==> src/rtl/midi_msg_rx.sv <==
// MIDI input front end: oversampling 8N1 receiver feeding a channel-voice
// note parser with running status, real-time filtering and held-note tracking.
module midi_msg_rx #(
    parameter int CLKS_PER_BIT = 128,
    parameter int SYNC_STAGES  = 2
) (
    input  logic       clk,
    input  logic       rst,
    input  logic       midi_in,
    input  logic [3:0] chan_sel,
    input  logic       omni,
    output logic       note_valid,
    output logic       note_on,
    output logic [6:0] note_num,
    output logic [6:0] velocity,
    output logic [3:0] channel,
    output logic       note_held,
    output logic [6:0] active_note,
    output logic       frame_err
);

    localparam int CW = $clog2(CLKS_PER_BIT);
    localparam logic [CW-1:0] BIT_LAST  = CW'(CLKS_PER_BIT - 1);
    localparam logic [CW-1:0] HALF_LAST = CW'(CLKS_PER_BIT / 2 - 1);

    typedef enum logic [2:0] {
        RX_IDLE,
        RX_START,
        RX_DATA,
        RX_STOP,
        RX_BREAK
    } rx_state_t;

    typedef enum logic [1:0] {
        P_IDLE,
        P_WAIT_NOTE,
        P_WAIT_VEL
    } p_state_t;

    logic [SYNC_STAGES-1:0] sync_q;
    logic                   rxs;

    rx_state_t rx_state;
    rx_state_t rx_next;
    logic [CW-1:0] cyc_cnt;
    logic [2:0]    bit_cnt;
    logic [7:0]    shift_reg;
    logic          cyc_tick;
    logic          half_tick;
    logic          data_sample;
    logic          byte_strobe;
    logic          stop_bad;

    p_state_t   p_state;
    p_state_t   p_next;
    logic       rs_valid;
    logic       rs_kind;
    logic [3:0] rs_chan;
    logic [6:0] note_lat;
    logic       is_realtime;
    logic       is_system;
    logic       is_voice_ok;
    logic       rs_set;
    logic       rs_clr;
    logic       note_load;
    logic       ev_fire;
    logic       ev_on;

    // Synchroniser resets to the idle (high) line level.
    always_ff @(posedge clk or posedge rst) begin
        if (rst) begin
            sync_q <= '1;
        end else begin
            sync_q <= {sync_q[SYNC_STAGES-2:0], midi_in};
        end
    end

    assign rxs = sync_q[SYNC_STAGES-1];

    always_ff @(posedge clk or posedge rst) begin
        if (rst) begin
            rx_state <= RX_IDLE;
        end else begin
            rx_state <= rx_next;
        end
    end

    assign cyc_tick  = (cyc_cnt == BIT_LAST);
    assign half_tick = (cyc_cnt == HALF_LAST);

    always_comb begin
        rx_next     = rx_state;
        data_sample = 1'b0;
        byte_strobe = 1'b0;
        stop_bad    = 1'b0;
        case (rx_state)
            RX_IDLE: begin
                if (!rxs) begin
                    rx_next = RX_START;
                end
            end
            RX_START: begin
                if (half_tick) begin
                    rx_next = rxs ? RX_IDLE : RX_DATA;
                end
            end
            RX_DATA: begin
                if (cyc_tick) begin
                    data_sample = 1'b1;
                    if (bit_cnt == 3'd7) begin
                        rx_next = RX_STOP;
                    end
                end
            end
            RX_STOP: begin
                if (cyc_tick) begin
                    if (rxs) begin
                        byte_strobe = 1'b1;
                        rx_next     = RX_IDLE;
                    end else begin
                        stop_bad = 1'b1;
                        rx_next  = RX_BREAK;
                    end
                end
            end
            RX_BREAK: begin
                if (rxs) begin
                    rx_next = RX_IDLE;
                end
            end
            default: rx_next = RX_IDLE;
        endcase
    end

    // Cycle counter restarts on every state change so each phase times from zero.
    always_ff @(posedge clk or posedge rst) begin
        if (rst) begin
            cyc_cnt   <= '0;
            bit_cnt   <= '0;
            shift_reg <= '0;
            frame_err <= 1'b0;
        end else begin
            frame_err <= stop_bad;
            if (rx_state == RX_IDLE || rx_state == RX_BREAK ||
                rx_next != rx_state || cyc_tick) begin
                cyc_cnt <= '0;
            end else begin
                cyc_cnt <= cyc_cnt + 1'b1;
            end
            if (rx_state == RX_START) begin
                bit_cnt <= '0;
            end else if (data_sample) begin
                bit_cnt   <= bit_cnt + 1'b1;
                shift_reg <= {rxs, shift_reg[7:1]};
            end
        end
    end

    assign is_realtime = (shift_reg[7:3] == 5'b11111);
    assign is_system   = (shift_reg[7:4] == 4'hF);
    assign is_voice_ok = (shift_reg[7:5] == 3'b100) &&
                         (omni || shift_reg[3:0] == chan_sel);
    assign ev_on       = rs_kind && (shift_reg[6:0] != 7'd0);

    always_ff @(posedge clk or posedge rst) begin
        if (rst) begin
            p_state <= P_IDLE;
        end else begin
            p_state <= p_next;
        end
    end

    // Status bytes take priority over the current parse position, which is
    // what aborts a partial message.
    always_comb begin
        p_next    = p_state;
        rs_set    = 1'b0;
        rs_clr    = 1'b0;
        note_load = 1'b0;
        ev_fire   = 1'b0;
        if (byte_strobe && !is_realtime) begin
            if (is_system) begin
                rs_clr = 1'b1;
                p_next = P_IDLE;
            end else if (is_voice_ok) begin
                rs_set = 1'b1;
                p_next = P_WAIT_NOTE;
            end else if (shift_reg[7]) begin
                rs_clr = 1'b1;
                p_next = P_IDLE;
            end else begin
                case (p_state)
                    P_IDLE: begin
                        if (rs_valid) begin
                            note_load = 1'b1;
                            p_next    = P_WAIT_VEL;
                        end
                    end
                    P_WAIT_NOTE: begin
                        note_load = 1'b1;
                        p_next    = P_WAIT_VEL;
                    end
                    P_WAIT_VEL: begin
                        ev_fire = 1'b1;
                        p_next  = P_IDLE;
                    end
                    default: p_next = P_IDLE;
                endcase
            end
        end
    end

    always_ff @(posedge clk or posedge rst) begin
        if (rst) begin
            rs_valid    <= 1'b0;
            rs_kind     <= 1'b0;
            rs_chan     <= '0;
            note_lat    <= '0;
            note_valid  <= 1'b0;
            note_on     <= 1'b0;
            note_num    <= '0;
            velocity    <= '0;
            channel     <= '0;
            note_held   <= 1'b0;
            active_note <= '0;
        end else begin
            note_valid <= ev_fire;
            if (rs_set) begin
                rs_valid <= 1'b1;
                rs_kind  <= shift_reg[4];
                rs_chan  <= shift_reg[3:0];
            end else if (rs_clr) begin
                rs_valid <= 1'b0;
            end
            if (note_load) begin
                note_lat <= shift_reg[6:0];
            end
            if (ev_fire) begin
                note_on  <= ev_on;
                note_num <= note_lat;
                velocity <= shift_reg[6:0];
                channel  <= rs_chan;
                if (ev_on) begin
                    note_held   <= 1'b1;
                    active_note <= note_lat;
                end else if (note_lat == active_note) begin
                    note_held <= 1'b0;
                end
            end
        end
    end

endmodule

==> config.mk <==
export PLATFORM = sky130hd
export DESIGN_NAME = midi_msg_rx
export DESIGN_NICKNAME = d
export VERILOG_FILES = /design/src/rtl/midi_msg_rx.sv
export SDC_FILE = /design/constraint.sdc
export NUM_CORES = 1
export LEC_CHECK = 0
export ABC_AREA = 1
export BUFFER_PORTS_ARGS = -buffer_cell sky130_fd_sc_hd__clkbuf_2
export CAP_MARGIN = 20
export CORE_MARGIN = 5
export CORE_UTILIZATION = 61
export DETAILED_ROUTE_END_ITERATION = 10
export GPL_TIMING_DRIVEN = 0
export HOLD_SLACK_MARGIN = 0.02
export PLACE_DENSITY = 0.93
export SLEW_MARGIN = 20
export SYNTH_ARGS = -nofsm -noshare
export SYNTH_HDL_FRONTEND = slang
export SYNTH_SLANG_ARGS = --single-unit
==> constraint.sdc <==
create_clock -name clk -period 3.7 [get_ports clk]
set_clock_uncertainty 0.05 [all_clocks]
set_input_delay 0.185 -clock clk [delete_from_list [all_inputs] [get_ports clk]]
set_output_delay 0.185 -clock clk [all_outputs]
set_load 0.005 [all_outputs]
; Word-level counts from Yosys, hierarchy flattened
; Cells that the tools add are included.
; Widths: inputs -> output; s select.
[totals]
regBits = 67
latchBits = 0
ramBits = 0
rom_bits = 0
input_bits = 8
out_inout_bits = 29
wordCells = 102
memories = 0
[classes]
n_addsub = 2
n_mul = 0
n_div = 0
magnitude_cmp = 0
n_eq_ne = 16
shifts = 0
n_mux = 47
bitwise_logic = 1
n_reduce_logical = 18
[ops]
columns = operator, count
row1 = $mux 1, 29
row2 = $mux 3, 9
row3 = $pmux 3 s5, 1
row4 = $mux 2, 5
row5 = $eq 3x3->1 const B, 3
row6 = $reduce_and 2->1, 4
row7 = $add 7x1->7 const B, 1
row8 = $eq 7x6->1 const B, 1
row9 = $eq 7x7->1, 1
row10 = $eq 7x7->1 const B, 1
row11 = $mux 7, 1
row12 = $reduce_bool 7->1, 1
row13 = $eq 3x2->1 const B, 2
row14 = $reduce_bool 2->1, 3
row15 = $eq 5x5->1 const B, 1
row16 = $ne 5x5->1 const B, 1
row17 = $eq 4x4->1, 1
row18 = $eq 4x4->1 const B, 1
row19 = $logic_or 1x1->1, 4
row20 = $pmux 2 s2, 1
row21 = $add 3x1->3 const B, 1
row22 = $eq 3x1->1 const B, 1
row23 = $logic_and 1x1->1, 3
row24 = $logic_not 3->1, 1
row25 = 7 further kinds, 7

; Longest topological paths before layout
[logic_depth]
word_depth = 8
mapped_depth = 11
mapped_depth_nobuf = 10

; Worst setup path before layout
; No wires, ideal clock.
[synth_path]
path_type = reg-to-reg
from = register cyc_cnt[0]
to = register active_note[0]
setup_time_ns = 0.117
arrival_time_ns = 1.498
required_time_ns = 3.533
slack_ns = 2.035
path_stages_with_launch = 12
path_buffers = 1
synth_period_minus_slack_ns = 1.665
path_cell_list = dfrtp_1 -> ha_1 -> nand2_2 -> nor2_4 -> nand2_2 -> nor2_4 -> nand2_4 -> nor2_8 -> nand2_4 -> buf_6 -> nand2_2 -> o21ai_2
[synth_via]
elab_chain_len = 6
[synth_lines]
columns = element, line
row1 = start: declaration, 45  ; logic [CW-1:0] cyc_cnt;
row2 = start signal: assignment, 148  ; cyc_cnt <= cyc_cnt + 1'b1;
row3 = $eq 7x7->1, 88  ; assign cyc_tick = (cyc_cnt == BIT_LAST);
row4 = $mux 1, 116  ; if (cyc_tick) begin
row5 = $mux 1, 96  ; case (rx_state)
row6 = $logic_and 1x1->1, 181  ; if (byte_strobe && !is_realtime) begin
row7 = $mux 1, 181
row8 = named net ev_fire, 66  ; logic ev_fire;
row9 = $reduce_and 2->1 (no line), --
row10 = end signal: assignment, 245  ; active_note <= note_lat;
row11 = end: declaration, 18  ; output logic [6:0] active_note,
; The timed path passes the listed nets, and every way through them passes these cells.
; A chain may end at the register's enable or synchronous reset.

; Final worst setup path
; Ends and elaborated chain as after synthesis.

==> out/results.txt <==
post-CTS setup buffers: 0
Final Setup Violations: 0
Starting Density: 0.6289
dpl hpwl: 4250 µm
outcome: finished, final reports clean
total congestion overflow: 0
Worst Max-Slew Pin Slew: 0.4153 ns
Die Y-Extent: 79.78 µm
first-pass GRT wire length: 10440 µm
worst min-delay path category: in2reg
Hold Fails Final Rpt: 0
Fmax achieved: 533.5 MHz
Seq pwr share: 0.537
routed via count: 2330
area delta synth->final: 17.14%
Largest register FFs: 8
Top delay family on crit path: simple AND/OR/NAND/NOR gates
setup TNS: 0 ns
crit-path max cell delay: 0.37 ns
P per Cell Area: 393.1 nW/µm²
layout cells sized above 1: 0.2500
Leak: 0.001718 µW
Yosys top cell by area: dfrtp_1
number of synthesized flops with an enable pin: 0
cells along the critical path: ha_1 -> nand2_2 -> nor2_4 -> nand2_2 -> nor2_4 -> nand2_4 -> nor2_8 -> nand2_4 -> buf_6 -> nand2_2 -> o21ai_2
Slew Limit Fails: 0
fin cells: 431
largest net degree at the start of global routing: 58
Fillers: 304
Mean Syn Cell Area: 9.613 µm²
IO Port Bufs: 36
RSZ-0062 raised after global routing: no
drt drc: 0
Die X: 79.78 µm
Required @ worst endpoint: 3.89 ns
post-synthesis sequential area ratio: 0.5653
Comb pwr share: 0.020
Antenna diodes: 0
clk slew on worst S/H paths: 0.07 ns
mapped cell area: 2970 µm²
MaxCap Viol Count: 0
PnR Total Power: 1368 µW
Syn Nets: 320
maximum level of the CTS H-tree: 3
post-CTS sizing: 0
worst reg2reg path depth: 11
placed instance area: 3264 µm²
WL/cell: 14.24 µm
Final period util: 0.5066
All-Layer GR Usage: 0.2215
Psw: 295.4 µW
Num CTS Buffers: 9
fraction of power spent switching nets: 0.2160
internal power: 1072 µW
Setup crit start kind: flip-flop
asr flop ratio synth: 1.000
R2R setup slack: 1.83 ns
fin util: 0.7367
hold_sp: omni
ranking of synthesized cells by area: dfrtp_1 55%, nand2_1 10%, o21ai_2 5.6%, inv_1 3.9%, xnor2_1 3.5%
nature of the critical path endpoint: flip-flop
minimum clock period after layout: 1.874 ns
CTS Sinks: 67
Hold Crit Depth: 5
most frequent cells after synthesis: 80 x nand2_1, 65 x dfrtp_1, 31 x inv_1
Final nets: 370
Routed Wire Length: 6138 µm
Post-CTS Hold Buffers: 2
Ys Warns: 0
First DRT Iteration DRCs: 197
antenna violations before repair: 0
Slowest-stage cell, CP: dfrtp_1
placed cells: 413
CP Depth: 11
Crit Reg-Reg Endpoint: active_note[0]
Clk pwr share: 0.442
Worst R2R Start: cyc_cnt[0]
vias per cell: 5.406
Die Area: 6365 µm²
Buf+Inv Stages, Crit Path: 1
synth unique cells: 28
Pre-Repair DR Iteration Count: 4
CTS tree: built
CP max FO: 10
Slew Limit Headroom: 0.7231
most common cell in the synthesized netlist: nand2_1
clk_lat worst skew: 0.35 ns
most used cell, CP: nand2_2
sequential standard cell area: 1679 µm²
# IOs: 37
VDD IR max: 281.4 µV
Mapped Cells: 309
vias in the first global route: 2347
hold endpoint: rs_chan[0]
post-route cell area: 3480 µm²
most common flop cell mapped by yosys: dfrtp_1
Worst Path Arrival: 2.07 ns
clk buf depth: 2
area of the core: 4723 µm²
Yosys reg bits: 67
critical path class: reg2reg
ANT nets after route: 0
Multi-input gate area: 1101 µm²
top cell type's share of synthesized area: 0.5476
routability cong.: 0.8376
clock root buffer: clkbuf_8
row cnt: 25
[per-stage QoR]
| step | worst slack, ns | hold WS [ns] |
|---|---|---|
| final | 1.826 | 0.2165 |
| after global routing | 1.692 | 0.2196 |
| after CTS | 1.835 | 0.2005 |
| after detailed placement | 1.842 | 0.04678 |
| after global placement | 1.115 | 0.2236 |
| after floorplan | 1.785 | 0.1395 |
[kinds of logic (layout without fill, tap and decap cells)]
logic type	after synthesis	count (layout)	synth area share
and+or+nand+nor	138	138	0.2098
DFF	67	67	0.5653
AOI/OAI and AO/OA	46	46	0.1040
buffers and inverters	40	95	0.06403
xor gates and xnor gates	15	15	0.04423
adders and majority gates	3	3	0.01264
[worst max path at each step]
stage | start | endpoint | slack, ns
global placement | rst | note_valid | 1.11
floorplan | rst | active_note[0] | 1.79
finish | cyc_cnt[0] | active_note[0] | 1.83
global route | cyc_cnt[0] | rs_chan[2] | 1.69
CTS | cyc_cnt[0] | active_note[0] | 1.83
detailed placement | cyc_cnt[0] | active_note[0] | 1.84
[worst register-to-register path, cell delays in order, from the launching register on]
cell and delay [ns]:
dfrtp_1 0.37, ha_1 0.23, nand2_2 0.08, nor2_4 0.11
nand2_2 0.10, nor2_4 0.13, nand2_4 0.10, nor2_8 0.19
nand2_4 0.12, buf_6 0.18, nand2_2 0.07, o21ai_2 0.04
[metal layers]
metal / up-vias / wire length (µm) / share of wire / GRT usage
li1: 1096 / - / - / -
met2: 78 / 3294 / 0.54 / 0.3848
met1: 1144 / 2354 / 0.38 / 0.2367
met5: - / 0 / 0 / 0
met4: 0 / 116 / 0.019 / 0.1182
met3: 12 / 372 / 0.061 / 0.07449
[power groups by stage]
stage	Combinational [µW]	Sequential, µW	Clock (µW)
finish	27.9	735	605
detailed placement	27.4	749	0
floorplan	14.9	749	0
CTS	28.9	735	612
global placement	22.3	749	0
global route	32.3	735	657
[cells in the final DEF, fill, tap and decap left out, drive strengths merged]
cell,n
a21boi,1
a21oi,3
a22oi,1
a31oi,1
buf,6
bufinv,1
clkbuf,50
clkinv,1
clkinvlp,2
dfrtp,65
dfstp,2
dlygate4sd3,2
ha,3
inv,33
nand2,87
nand3,13
nand4,8
nor2,24
nor3,6
o21ai,39
o22ai,1
xnor2,12
xor2,3
[final cells by class]
class                   instances  area share
well taps                      67     0.02409
plain buffers                   7     0.01834
clock inverters                 4     0.01438
flip-flops and latches         67      0.4826
repair buffers                 39     0.06544
inverters                      33     0.03704
clock buffers                  12     0.04171
multi-input cells             202      0.3164
(Power assumes the default switching activity.)
